**config.mk**
```make
export PLATFORM = sky130hd
export DESIGN_NAME = icache_refill
export DESIGN_NICKNAME = d
export VERILOG_FILES = /design/src/rtl/icache_refill.sv
export SDC_FILE = /design/constraint.sdc
export NUM_CORES = 1
export LEC_CHECK = 0
export CAP_MARGIN = 0
export CELL_PAD_IN_SITES_DETAIL_PLACEMENT = 1
export CELL_PAD_IN_SITES_GLOBAL_PLACEMENT = 1
export CORE_MARGIN = 10
export CORE_UTILIZATION = 20
export DETAILED_ROUTE_END_ITERATION = 10
export PLACE_DENSITY = 0.77
export SLEW_MARGIN = 25
export SYNTH_ARGS = -nofsm -noshare
export SYNTH_HDL_FRONTEND = slang
export SYNTH_SLANG_ARGS = --single-unit
```
**constraint.sdc**
```tcl
create_clock -name clk -period 2 [get_ports clk]
set_input_delay 0.4 -clock clk [delete_from_list [all_inputs] [get_ports clk]]
set_output_delay 0.4 -clock clk [all_outputs]
set_load 0.05 [all_outputs]
```
**src/rtl/icache_refill.sv**
```systemverilog
// Instruction-cache line refill engine: on a fetch miss, issues one burst read
// for the whole line, streams each returned beat into the data RAM, then
// writes the tag/valid entry for the line base and pulses refill_done.
module icache_refill #(
    parameter int LINE_WORDS = 8,
    parameter int ADDR_W     = 32
) (
    input  logic              clk,
    input  logic              rst,
    input  logic              miss_req,
    input  logic [ADDR_W-1:0] miss_addr,
    output logic              busy,
    output logic              refill_done,
    output logic              arvalid,
    output logic [ADDR_W-1:0] araddr,
    output logic [7:0]        arlen,
    input  logic              arready,
    input  logic              rvalid,
    input  logic [31:0]       rdata,
    input  logic              rlast,
    output logic              rready,
    output logic              ram_en,
    output logic [3:0]        ram_wen,
    output logic [ADDR_W-1:0] ram_addr,
    output logic [31:0]       ram_wdata,
    output logic              tag_wen,
    output logic [ADDR_W-1:0] tag_addr,
    output logic              proto_err
);

    localparam int CNT_W = $clog2(LINE_WORDS);
    localparam int OFF_W = CNT_W + 2;
    localparam logic [ADDR_W-1:0] OFF_MASK = ADDR_W'((64'd1 << OFF_W) - 64'd1);
    localparam logic [CNT_W-1:0]  LAST_CNT = CNT_W'(LINE_WORDS - 1);
    localparam logic [7:0]        BURST_LEN = 8'(LINE_WORDS - 1);

    typedef enum logic [1:0] {
        IDLE,
        AR,
        R,
        DONE
    } state_t;

    state_t            state_q;
    logic [CNT_W-1:0]  cnt_q;
    logic [ADDR_W-1:0] line_base_q;
    logic              proto_err_q;

    // Refill sequencing: accept a miss, wait for the address handshake,
    // count beats until the line is full, then spend one cycle on the tag.
    always_ff @(posedge clk) begin
        if (!rst) begin
            state_q     <= IDLE;
            cnt_q       <= '0;
            line_base_q <= '0;
            proto_err_q <= 1'b0;
        end else begin
            case (state_q)
                IDLE: begin
                    if (miss_req) begin
                        line_base_q <= miss_addr & ~OFF_MASK;
                        cnt_q       <= '0;
                        state_q     <= AR;
                    end
                end
                AR: begin
                    if (arready) begin
                        state_q <= R;
                    end
                end
                R: begin
                    if (rvalid) begin
                        cnt_q <= cnt_q + CNT_W'(1);
                        // Completion is decided by beat count; rlast is only audited.
                        if (rlast != (cnt_q == LAST_CNT)) begin
                            proto_err_q <= 1'b1;
                        end
                        if (cnt_q == LAST_CNT) begin
                            state_q <= DONE;
                        end
                    end
                end
                DONE: begin
                    state_q <= IDLE;
                end
                default: begin
                    state_q <= IDLE;
                end
            endcase
        end
    end

    // Output decode: channel strobes follow the state, RAM writes follow each accepted beat.
    always_comb begin
        busy        = (state_q != IDLE);
        arvalid     = 1'b0;
        araddr      = '0;
        arlen       = '0;
        rready      = 1'b0;
        ram_en      = 1'b0;
        ram_wen     = '0;
        ram_addr    = '0;
        ram_wdata   = '0;
        tag_wen     = 1'b0;
        tag_addr    = '0;
        refill_done = 1'b0;
        proto_err   = proto_err_q;
        case (state_q)
            AR: begin
                arvalid = 1'b1;
                araddr  = line_base_q;
                arlen   = BURST_LEN;
            end
            R: begin
                rready = 1'b1;
                if (rvalid) begin
                    ram_en    = 1'b1;
                    ram_wen   = '1;
                    ram_wdata = rdata;
                    ram_addr  = line_base_q + (ADDR_W'(cnt_q) << 2);
                end
            end
            DONE: begin
                refill_done = 1'b1;
                tag_wen     = 1'b1;
                tag_addr    = line_base_q;
            end
            default: begin
            end
        endcase
    end

endmodule

```
After elaboration in Yosys (flattened, before gate mapping). Index checks and enable logic that the tools add are counted. Widths: inputs -> output; s select.

Add/sub/neg operators: 2. Multiply operators: 0. Div/mod/pow operators: 0. $lt $le $gt $ge: 0. Equality and inequality tests: 9. Shifts and indexed selects: 0. Multiplexer cells: 22. Bitwise logic cells: 0. Reduce and logical (&&, ||, !) cells: 7.

Operator list (count): $mux 32 (6); $add 32x5->32 (1); $mux 3 (3); $mux 2 (4); $mux 4 (2); $ne 2x2->1 const B (4); $pmux 2 s4 (1); $pmux 3 s2 (1); $reduce_and 3->1 (2); $mux 1 (5); $eq 2x2->1 const B (2); $reduce_and 4->1 (1); $reduce_bool 2->1 (2); $add 3x1->3 const B (1); $eq 3x3->1 const B (1); $eq 2x1->1 const B (1); $logic_not 2->1 (1); $reduce_and 2->1 (1); $ne 1x1->1 (1).

Register bits after elaboration: 33. Bits in latches: 0. Memory bits (writable): 0. Bits in read-only memories: 0. Input bits: 70. Output and inout bits: 147. Logic and storage cells: 44. Memories kept: 0.

Longest topological paths before layout. Gate-level depths: netlist of run 1.

Depth after elaboration: 4. Depth in mapped cells: 7. Depth with buffers taken out: 5.

Least setup slack after synthesis of run 1. No wires, ideal clock.

Kind: reg2out. Start point: register state_q[0]. End point: output port ram_addr[10]. Data arrival time: 1.906 ns. Data required time: 1.600 ns. Path slack: -0.306 ns. Stages on the path, launching flop included: 6. Buffers on the path: 2. Cell sequence: dfxtp_1 inv_1 ha_1 clkbuf_2 clkbuf_1 and3_1.

Longest elaborated chain between the ends: 2.

Ends and longest elaborated chain: from (decl) (line 44) `state_t state_q;`; from (signal assigned) (line 53) `state_q <= IDLE;`; from (signal assigned) (line 63) `state_q <= AR;`; from (signal assigned) (line 68) `state_q <= R;`; $eq 2x2->1 (line 108) `case (state_q)`; $mux 32 (line 108); to (decl) (line 24) `output logic [ADDR_W-1:0] ram_addr,`.

No other way between the ends.

Final worst setup path of run 1.
Start point: register state_q[1]. End point: output port araddr[8].

Longest elaborated chain between the ends: 2.

Ends and longest elaborated chain: $eq 2x1->1 (line 108); $mux 32 (line 108); to (decl) (line 15) `output logic [ADDR_W-1:0] araddr,`.

No other way between the ends.

==> reports/qor.csv, run 1 <==
stage,metric,value,unit
die,Die Ht,130,µm
power_and_ir_drop,Worst VDD drop,0.304,mV
global_routing,vias in the first global route,3083,
synthesis,asr flop ratio synth,0,
synthesis,Post-synth EDFFs,0,
power_and_ir_drop,Sw Share,0.456,
worst_setup_path,Max stage delay on crit path,390,ps
layout,layout cells sized above 1,0.401,
worst_setup_path,Buf/Inv on CP,2,
worst_setup_path,"Arr. time, crit path",1540,ps
worst_setup_path,cells along the critical path,inv_1 > ha_4 > and2_1 > buf_12,
sta,final hold viol count,0,
die,Initial Utilization,0.202,
global_routing,Total Routing Usage GR,0.147,
global_routing,gr ovfl total,0,
worst_setup_path,Critical Path Fanout Max,30,
drt,DRC,0,
hold_path,Hold Startpoint,line_base_q[17],
die,core region area,0.0119,mm²
clocking,clock slew at reported path FFs,50,ps
die,die footprint,0.0168,mm²
drt,Antenna Nets Post-Route,0,
layout,Area Overhead vs Synth,149,%
clocking,CTS Buf Count,5,
sta,Setup TNS,0,ps
drt,DRT Pass-1 Iters,4,
sta,Worst-Margin Slew,504,ps
power_and_ir_drop,Psw,2.38,mW
power_and_ir_drop,Flop pwr share,0.176,
clocking,clk sink count,33,
sta,Max Slew Vio Count,0,
worst_setup_path,R2R Path Start,state_q[0],
synthesis,most common cell in the netlist,and3_1,
hold_path,Hold Crit Class,reg -> reg,
synthesis,Yosys warning count,0,
worst_setup_path,type of origin of the critical path,flop,
synthesis,synthesized area per cell,7.45,µm²
worst_setup_path,slowest cell on the critical path,ha_4,
outcome,outcome,finished clean,
sta,crit share post-route,0.971,
synthesis,Syn Inst Count,323,
flow_run,max-cap viol count,0,
placed_design,number of cells in the design after placement,641,
synthesis,synth unique cells,27,
drt,total wire length,13200,µm
die,site row count,40,
power_and_ir_drop,pwr dens,873,mW/mm²
synthesis,Post-synth top cells,"and3_1, nand2_1, and2_1, dfxtp_1, buf_4",
layout,Layout Nets,579,
sta,max frequency,515,MHz
worst_setup_path,Setup crit start,state_q[1],
clocking,Hold Buf Count CTS,0,
power_and_ir_drop,clock share of power,0.154,
global_routing,largest net degree at the start of global routing,52,
worst_setup_path,Worst setup EP type,output port,
synthesis,Yosys top cell area share,0.275,
sta,RSZ-0062 raised after global routing,true,
sta,Setup Skew,2.82,ps
clocking,CTS tree,yes,
synthesis,Yosys top cell by area,dfxtp_1,
clocking,CTS Buffer Depth,2,
clocking,Clock Latency Late Sink,270,ps
die,Die X,130,µm
sta,Final min period,1940,ps
worst_setup_path,"CP delay by family, top",adder cells,
drt,WL/cell,20.3,µm
worst_setup_path,critical path class,reg -> out,
global_routing,first-pass GRT wire length,19200,µm
placed_design,PortBufs,194,
placed_design,Routability Congestion,0.776,
sta,Min Hold Slack,472,ps
die,# IOs,217,
synthesis,register area share after synthesis,0.275,
synthesis,Synth Cell Area,0.00241,mm²
clocking,Root Driver,clkbuf_16,
power_and_ir_drop,Combinational Power Share,0.671,
drt,via count,2862,
power_and_ir_drop,internal power,2.84,mW
worst_setup_path,"Req. time, crit path",1600,ps
synthesis,synth top area cells,"dfxtp_1, and3_1, and2_1, nand2_1, buf_4",
layout,fin cells,651,
synthesis,#FFs+latches synth,33,
power_and_ir_drop,Pleak,2.61,nW
sta,number of setup violations in the final report,0,
drt,DRT iter0 DRCs,58,
global_routing,antenna violations before repair,0,
clocking,Max H-tree Level,2,
placed_design,Post-DP HPWL,10700,µm
layout,# diodes,0,
synthesis,ys flop type,dfxtp_1,
drt,vias per inst,4.40,
sta,slew margin rel.,0.663,
[per-stage QoR]
stage | power (mW) | setup slack [ps] | utilization | cell area [µm²]
floorplan | 2.76 | -104 | - | 2520
global placement | 4.24 | 152 | 0.483 | 5750
detailed placement | 4.35 | 94.8 | 0.483 | 5750
CTS | 5.24 | 3.64 | 0.499 | 5950
global route | 5.50 | -10.8 | 0.502 | 5980
finish | 5.22 | 57.3 | 0.502 | 5980
[power groups by stage]
stage,Combinational (mW),Clock [mW],Sequential (mW)
final,3.50,0.802,0.916
after global routing,3.70,0.865,0.941
after CTS,3.49,0.828,0.916
after detailed placement,3.43,0,0.919
after global placement,3.34,0,0.901
after floorplan,1.88,0,0.876
[cells by family (layout without fill, tap and decap cells)]
| kind of cell | Yosys count | in the layout | synth area share |
|---|---|---|---|
| AO/OA/AOI/OAI | 33 | 33 | 0.108 |
| XOR/XNOR | 1 | 1 | 0.00364 |
| adder cells (fa/ha/maj) | 6 | 6 | 0.0312 |
| buffers and inverters | 56 | 221 | 0.134 |
| flip-flops | 33 | 33 | 0.275 |
| multiplexers | 4 | 4 | 0.0166 |
| other | 1 | 17 | 0.00156 |
| AND/OR/NAND/NOR | 189 | 189 | 0.431 |
[registers in the layout, indices dropped and copies added (netlist names)]
name	count
proto_err	1
cnt_q	3
state_q	2
line_base_q	27
[path summary, 6_finish.rpt]
check / to / slack [ps] / cells past startpoint
max: araddr[8] / 60 / 4
min: line_base_q[17] / 470 / 2
min reg2reg: line_base_q[17] / 470 / 2
max reg2reg: state_q[0] / 290 / 6
[routing by layer]
layer  GRT usage  vias to the layer above  routed length [µm]
li1            -                     1366                   -
met3      0.0588                        6                1410
met5           0                        -                   0
met2       0.277                      132                6970
met1       0.148                     1358                4690
met4      0.0304                        0                 107
[final cells by class]
type                            count  area, µm²
Multi-Input combinational cell    250       1560
Sequential cell                    33        663
Tap cell                          147        184
Clock inverter                      1       5.00
Timing Repair Buffer              209       3400
Clock buffer                        7        153
Fill cell                        1262       5930
Inverter                            4       15.0
[repair_timing]
| action | in CTS | in global routing |
|---|---|---|
| gates resized for setup | 8 | 3 |
| pin swaps | 1 | 1 |
| setup endpoints to repair | 59 | 74 |
| setup buffers | 1 | 0 |
| gates cloned | 0 | 1 |
[worst min-delay path: cells and delay by family, from the launching register on]
family	cells	cell delay (ps)
and+or+nand+nor	1	60
AOI/OAI and AO/OA	1	50
DFF	1	320
[cell usage in the layout, fill, tap and decap left out, types with 2 or more instances in the layout]
cell,synthesis,layout
buf_12,0,131
clkdlybuf4s50_1,0,64
nand2_1,61,61
and2_1,56,54
and3_2,0,39
dfxtp_1,33,31
and3_1,62,23
a21boi_1,20,20
conb_1,1,17
buf_4,28,10
a21boi_0,7,7
clkbuf_16,0,6
mux2i_1,4,4
ha_1,6,4
inv_1,4,3
nor2b_1,3,3
and2_4,0,2
nand3_1,2,2
nand2b_1,2,2
ha_4,0,2
clkbuf_8,0,2
buf_8,0,2
dfxtp_2,0,2
Power figures use the tool's default switching activity.
==> run 2: changes to the inputs <==
- GPL_TIMING_DRIVEN: not set -> 0
==> run 2 against run 1 <==
  * Utilization fell by 6.3 points
  * Cell count is 7.1% higher
  * First-iteration DRC count is 5.2% higher
  * Wire length rose by 4.6%
  * Register-to-register slack worse by 90 ps
  * Largest cell class unchanged
  * Critical path type unchanged
==> reports/qor.csv, run 2 (same netlist as run 1, synthesis figures left out) <==
stage,metric,value,unit,change
worst_setup_path,"most used cell, CP",clkbuf_16,,
layout,largest registers,"line_base_q (27), cnt_q (3), state_q (2)",,unchanged
flow_run,max-cap viol count,0,,unchanged
sta,max frequency,506,MHz,was 515 MHz
clocking,CTS Buffer Depth,2,,unchanged
placed_design,number of cells in the design after placement,679,,was 641
sta,Setup Skew,4.67,ps,was 2.82 ps
clocking,clock slew at reported path FFs,60,ps,was 50 ps
clocking,Max H-tree Level,2,,unchanged
sta,final hold viol count,0,,unchanged
layout,"most common cell after layout, fill and taps aside",clkdlybuf4s50_1,,was buf_12
worst_setup_path,cells along the critical path,inv_4 > ha_4 > clkbuf_16 > clkbuf_16 > and3_4 > buf_8,,was inv_1 > ha_4 > and2_1 > buf_12
worst_setup_path,Worst setup EP type,output port,,unchanged
drt,DRT Pass-1 Iters,4,,unchanged
clocking,clk sink count,33,,unchanged
global_routing,Top Usage Layer GRT,met2,,unchanged
hold_path,Hold Crit Class,reg -> reg,,unchanged
layout,fin util,0.439,,was 0.502
sta,RSZ-0062 raised after global routing,true,,unchanged
sta,number of setup violations in the final report,0,,unchanged
worst_setup_path,Buf/Inv on CP,4,,was 2
placed_design,worst slack at placement,-1040,ps,was 94.8 ps
layout,most frequent cells in the layout,"clkdlybuf4s50_1, nand2_1, and2_1",,"was buf_12, clkdlybuf4s50_1, nand2_1"
placed_design,Routability Congestion,0.874,,was 0.776
drt,Antenna Nets Post-Route,0,,unchanged
global_routing,global routing usage on met1,0.161,,was 0.148
worst_setup_path,Critical Path Fanout Max,10,,was 30
die,Die X,130,µm,unchanged
global_routing,met3 Usage GRT,0.0523,,was 0.0588
worst_setup_path,slowest cell on the critical path,dfxtp_4,,was ha_4
drt,via count,3055,,"was 2,862"
clocking,CTS tree,yes,,unchanged
clocking,CTS Buf Count,5,,unchanged
worst_setup_path,"Req. time, crit path",1600,ps,about the same
power_and_ir_drop,Power Total,5.19,mW,was 5.22 mW
power_and_ir_drop,Pleak,2.50,nW,was 2.61 nW
layout,Area Overhead vs Synth,118,%,was 149%
die,Initial Utilization,0.202,,unchanged
worst_setup_path,"Arr. time, crit path",1580,ps,was 1540 ps
die,# IOs,217,,unchanged
drt,total wire length,13800,µm,"was 13,200 µm"
layout,Layout Nets,625,,was 579
sta,Worst-Margin Slew,530,ps,was 504 ps
sta,slew margin rel.,0.648,,was 0.663
clocking,Clock Latency Late Sink,280,ps,was 270 ps
worst_setup_path,"CP delay by family, top",buffers and inverters,,was adder cells
layout,Biggest register,line_base_q,,unchanged
sta,post-route setup slack,24.3,ps,was 57.3 ps
global_routing,vias in the first global route,3301,,"was 3,083"
worst_setup_path,critical path class,reg -> out,,unchanged
placed_design,Post-DP HPWL,10800,µm,"was 10,700 µm"
sta,crit share post-route,0.988,,was 0.971
drt,vias per inst,4.38,,was 4.40
layout,max FFs per register,27,,unchanged
die,Die Ht,130,µm,unchanged
sta,Max Slew Vio Count,0,,unchanged
worst_setup_path,Max stage delay on crit path,400,ps,was 390 ps
global_routing,Total Routing Usage GR,0.152,,was 0.147
layout,fill cell count,1364,,"was 1,262"
die,core region area,0.0119,mm²,unchanged
power_and_ir_drop,Worst VDD drop,0.319,mV,was 0.304 mV
clocking,Root Driver,clkbuf_16,,unchanged
global_routing,first-pass GRT wire length,19800,µm,"was 19,200 µm"
global_routing,gr ovfl total,0,,unchanged
die,site row count,40,,unchanged
global_routing,antenna violations before repair,1,,was 0
power_and_ir_drop,pwr dens,992,mW/mm²,was 873 mW/mm²
layout,fin cells,697,,was 651
drt,DRT iter0 DRCs,61,,was 58
global_routing,largest net degree at the start of global routing,12,,was 52
die,die footprint,0.0168,mm²,unchanged
drt,WL/cell,19.8,µm,was 20.3 µm
global_routing,met2 Track Usage GR,0.283,,was 0.277
placed_design,PortBufs,193,,was 194
sta,Final min period,1980,ps,was 1940 ps
layout,layout cells sized above 1,0.447,,was 0.401
layout,# diodes,0,,unchanged
worst_setup_path,type of origin of the critical path,flop,,unchanged
outcome,outcome,finished clean,,unchanged
drt,DRC,0,,unchanged
run 2: worst register-to-register path: cells and delay by family (launching register included):
family	cells	cell delay [ps]
AO/OA/AOI/OAI	1	160
adder cells (fa/ha/maj)	1	270
AND/OR/NAND/NOR	2	410
flip-flops	1	400
buffers and inverters	3	490
run 2: cell type report:
cell class,instances,area [µm²],share of cell area
Timing Repair Buffer,204,2020,0.386
Multi-Input combinational cell,250,1720,0.329
Sequential cell,33,668,0.128
Buffer,51,453,0.0865
Tap cell,147,184,0.0351
Clock buffer,7,143,0.0272
Clock inverter,1,30.0,0.00574
Inverter,4,17.5,0.00335
run 2: per-layer routing:
layer  share of wire  wire [µm]
met1            0.39       5330
met2            0.51       7090
met3           0.093       1280
met4          0.0057         79
met5          0.0010         14
run 2: path summary, 6_finish.rpt:
kind	start	end	slack, ps	cells past startpoint
worst max-delay path	state_q[0]	ram_addr[24]	20	6
worst min-delay path	line_base_q[29]	line_base_q[29]	490	2
worst max register to register	state_q[0]	line_base_q[13]	200	7
worst min register to register	line_base_q[29]	line_base_q[29]	490	2
run 2: timing repair:
| action | 4_1_cts | 5_1_grt |
|---|---|---|
| gates cloned | 3 | 1 |
| pin swaps | 0 | 1 |
| buffers inserted | 3 | 4 |
| hold buffers | 0 | 0 |
| endpoints found under the setup margin | 129 | 81 |
| gates resized for setup | 807 | 71 |
run 2: metrics by stage:
step | hold WS, ps | TNS (ps) | area (µm²)
4_1_cts | 481 | -101 | 5080
6_report | 486 | 0 | 5240
3_3_place_gp | 462 | -88470 | 4640
2_1_floorplan | 447 | -1100 | 2520
5_1_grt | 506 | -213 | 5240
3_5_place_dp | 473 | -92070 | 4640
run 2: power by group:
group / internal (mW) / switching (mW)
Sequential: 0.796 / 0.147
Combinational: 1.34 / 2.00
Clock: 0.622 / 0.285
==> run 3: changes to the inputs <==
- CORE_MARGIN: 10 -> not set
==> run 3 against run 2 <==
  * The flow now finishes with violations (DRC)
  * Clock skew about the same
  * Fmax fell by 0.91%
  * Critical path depth unchanged
  * Global-route usage up 3.1 points
  * Wire length is 15% lower
  * Final area rose by 0.43%
  * Total power is 2.6% lower
  * Largest power group unchanged
==> reports/qor.csv, run 3 (same netlist as run 1, synthesis figures left out) <==
stage,metric,value,unit,change
die,Die Ht,112,µm,was 130 µm
drt,WL/cell,16.8,µm,was 19.8 µm
placed_design,PortBufs,193,,unchanged
die,core region area,0.0116,mm²,was 0.0119 mm²
outcome,failing checks,DRC,,
layout,Area Overhead vs Synth,119,%,was 118%
sta,max frequency,502,MHz,was 506 MHz
sta,slew margin rel.,0.660,,was 0.648
power_and_ir_drop,Power Total,5.06,mW,was 5.19 mW
global_routing,first-pass GRT wire length,18000,µm,"was 19,800 µm"
power_and_ir_drop,Worst VDD drop,0.371,mV,was 0.319 mV
worst_setup_path,type of origin of the critical path,flop,,unchanged
global_routing,vias in the first global route,3266,,"was 3,301"
placed_design,worst slack at placement,-1070,ps,was -1040 ps
worst_setup_path,Critical Path Fanout Max,8,,was 10
drt,total wire length,11700,µm,"was 13,800 µm"
global_routing,antenna violations before repair,0,,was 1
global_routing,Total Routing Usage GR,0.183,,was 0.152
drt,DRT Pass-1 Iters,7,,was 4
placed_design,Post-DP HPWL,8590,µm,"was 10,800 µm"
clocking,Hold Buf Count CTS,0,,unchanged
layout,fill cell count,1366,,"was 1,364"
global_routing,largest net degree at the start of global routing,14,,was 12
die,site row count,39,,was 40
die,Initial Utilization,0.208,,was 0.202
clocking,CTS Buffer Depth,2,,unchanged
layout,fin cells,693,,was 697
clocking,Max H-tree Level,2,,unchanged
clocking,CTS tree,yes,,unchanged
drt,via count,2992,,"was 3,055"
sta,Worst-Margin Slew,511,ps,was 530 ps
layout,layout cells sized above 1,0.438,,was 0.447
layout,Biggest register,line_base_q,,unchanged
placed_design,Routability Congestion,0.789,,was 0.874
die,die footprint,0.0125,mm²,was 0.0168 mm²
global_routing,gr ovfl total,0,,unchanged
drt,DRT iter0 DRCs,91,,was 61
power_and_ir_drop,Pleak,2.49,nW,was 2.50 nW
die,# IOs,217,,unchanged
worst_setup_path,Worst setup EP type,output port,,unchanged
layout,max FFs per register,27,,unchanged
hold_path,Hold Crit Class,reg -> reg,,unchanged
clocking,clk sink count,33,,unchanged
drt,DRC,20,,was 0
sta,RSZ-0062 raised after global routing,true,,unchanged
layout,area of the multi-input gates,0.00174,mm²,was 0.00172 mm²
drt,vias per inst,4.32,,was 4.38
layout,Layout Nets,625,,unchanged
sta,Max Slew Vio Count,0,,unchanged
clocking,Root Driver,clkbuf_16,,unchanged
sta,number of setup violations in the final report,0,,unchanged
layout,"most common cell after layout, fill and taps aside",buf_4,,was clkdlybuf4s50_1
hold_path,WHS Path Cells,2,,unchanged
placed_design,dpl cell area,0.00463,mm²,was 0.00464 mm²
sta,Final min period,1990,ps,was 1980 ps
clocking,CTS Buf Count,5,,unchanged
worst_setup_path,"Req. time, crit path",1600,ps,about the same
clocking,clock slew at reported path FFs,50,ps,was 60 ps
sta,post-route setup slack,6.25,ps,was 24.3 ps
worst_setup_path,cells on worst reg2reg path,7,,unchanged
die,Die X,112,µm,was 130 µm
flow_run,max-cap viol count,0,,unchanged
sta,Setup Skew,4.73,ps,was 4.67 ps
placed_design,number of cells in the design after placement,675,,was 679
power_and_ir_drop,pwr dens,962,mW/mm²,was 992 mW/mm²
layout,# diodes,0,,unchanged
worst_setup_path,"Arr. time, crit path",1590,ps,was 1580 ps
sta,crit share post-route,0.997,,was 0.988
sta,final hold viol count,0,,unchanged
clocking,Clock Latency Late Sink,280,ps,about the same
layout,register area,666,µm²,was 668 µm²
layout,most frequent cells in the layout,"buf_4, clkdlybuf4s50_1, nand2_1",,"was clkdlybuf4s50_1, nand2_1, and2_1"
layout,largest registers,"line_base_q (27), cnt_q (3), state_q (2)",,unchanged
drt,Antenna Nets Post-Route,0,,unchanged
outcome,outcome,"finished, violations left",,was finished clean
worst_setup_path,critical path class,reg -> out,,unchanged
layout,"Design Area, Final",0.00526,mm²,was 0.00524 mm²
-- run 3: cell count changes in the layout (fill, tap and decap cells not counted), sizes merged --
| cell | change |
|---|---|
| clkdlybuf4s18 | -2 |
| dlygate4sd2 | +1 |
| buf | +12 |
| clkbuf | -14 |
| clkdlybuf4s15 | +3 |
| clkinv | +1 |
| bufinv | -1 |
-- run 3: metrics by stage --
stage / TNS, ps / utilization / hold slack (ps)
finish: 0 / 0.455 / 475
global route: -590 / 0.455 / 503
CTS: -84.6 / 0.444 / 485
detailed placement: -91190 / 0.401 / 475
global placement: -85670 / 0.401 / 460
floorplan: -1100 / - / 447
-- run 3: layout make-up --
type / count / share of cell area
Buffer: 52 / 0.0814
Timing Repair Buffer: 203 / 0.394
Sequential cell: 33 / 0.127
Clock inverter: 1 / 0.000952
Tap cell: 143 / 0.0340
Clock buffer: 7 / 0.0290
Inverter: 4 / 0.00333
Multi-Input combinational cell: 250 / 0.331
-- run 3: metal layers --
layer | vias to the layer above | GRT usage | wire (µm)
li1 | 1462 | - | -
met1 | 1403 | 0.198 | 4470
met2 | 123 | 0.367 | 6350
met3 | 4 | 0.0321 | 744
met4 | 0 | 0.0333 | 91
met5 | - | 0 | 0
-- run 3: worst max-delay path, cell delays in order, from the launching register on --
cell and delay (ps):
dfxtp_4 370, inv_4 70, ha_4 180, clkbuf_16 200, clkbuf_16 150, and3_4 210
buf_8 140
-- run 3: final timing paths --
path | slack, ps | endpoint | from
worst min register to register | 480 | line_base_q[30] | line_base_q[30]
worst max-delay path | 6 | ram_wdata[25] | state_q[0]
worst min-delay path | 480 | line_base_q[30] | line_base_q[30]
worst max register to register | 240 | line_base_q[11] | state_q[0]
-- run 3: power by group --
| group | switching (mW) | internal [mW] |
|---|---|---|
| combinational | 1.97 | 1.34 |
| clock | 0.284 | 0.527 |
| sequential | 0.140 | 0.792 |
| total | 2.39 | 2.66 |
-- run 3: what timing repair did --
item	CTS	global route
endpoints found under the setup margin	129	104
resized for setup	825	81
pin swaps	1	5
setup buffers	3	2
cloned	5	0
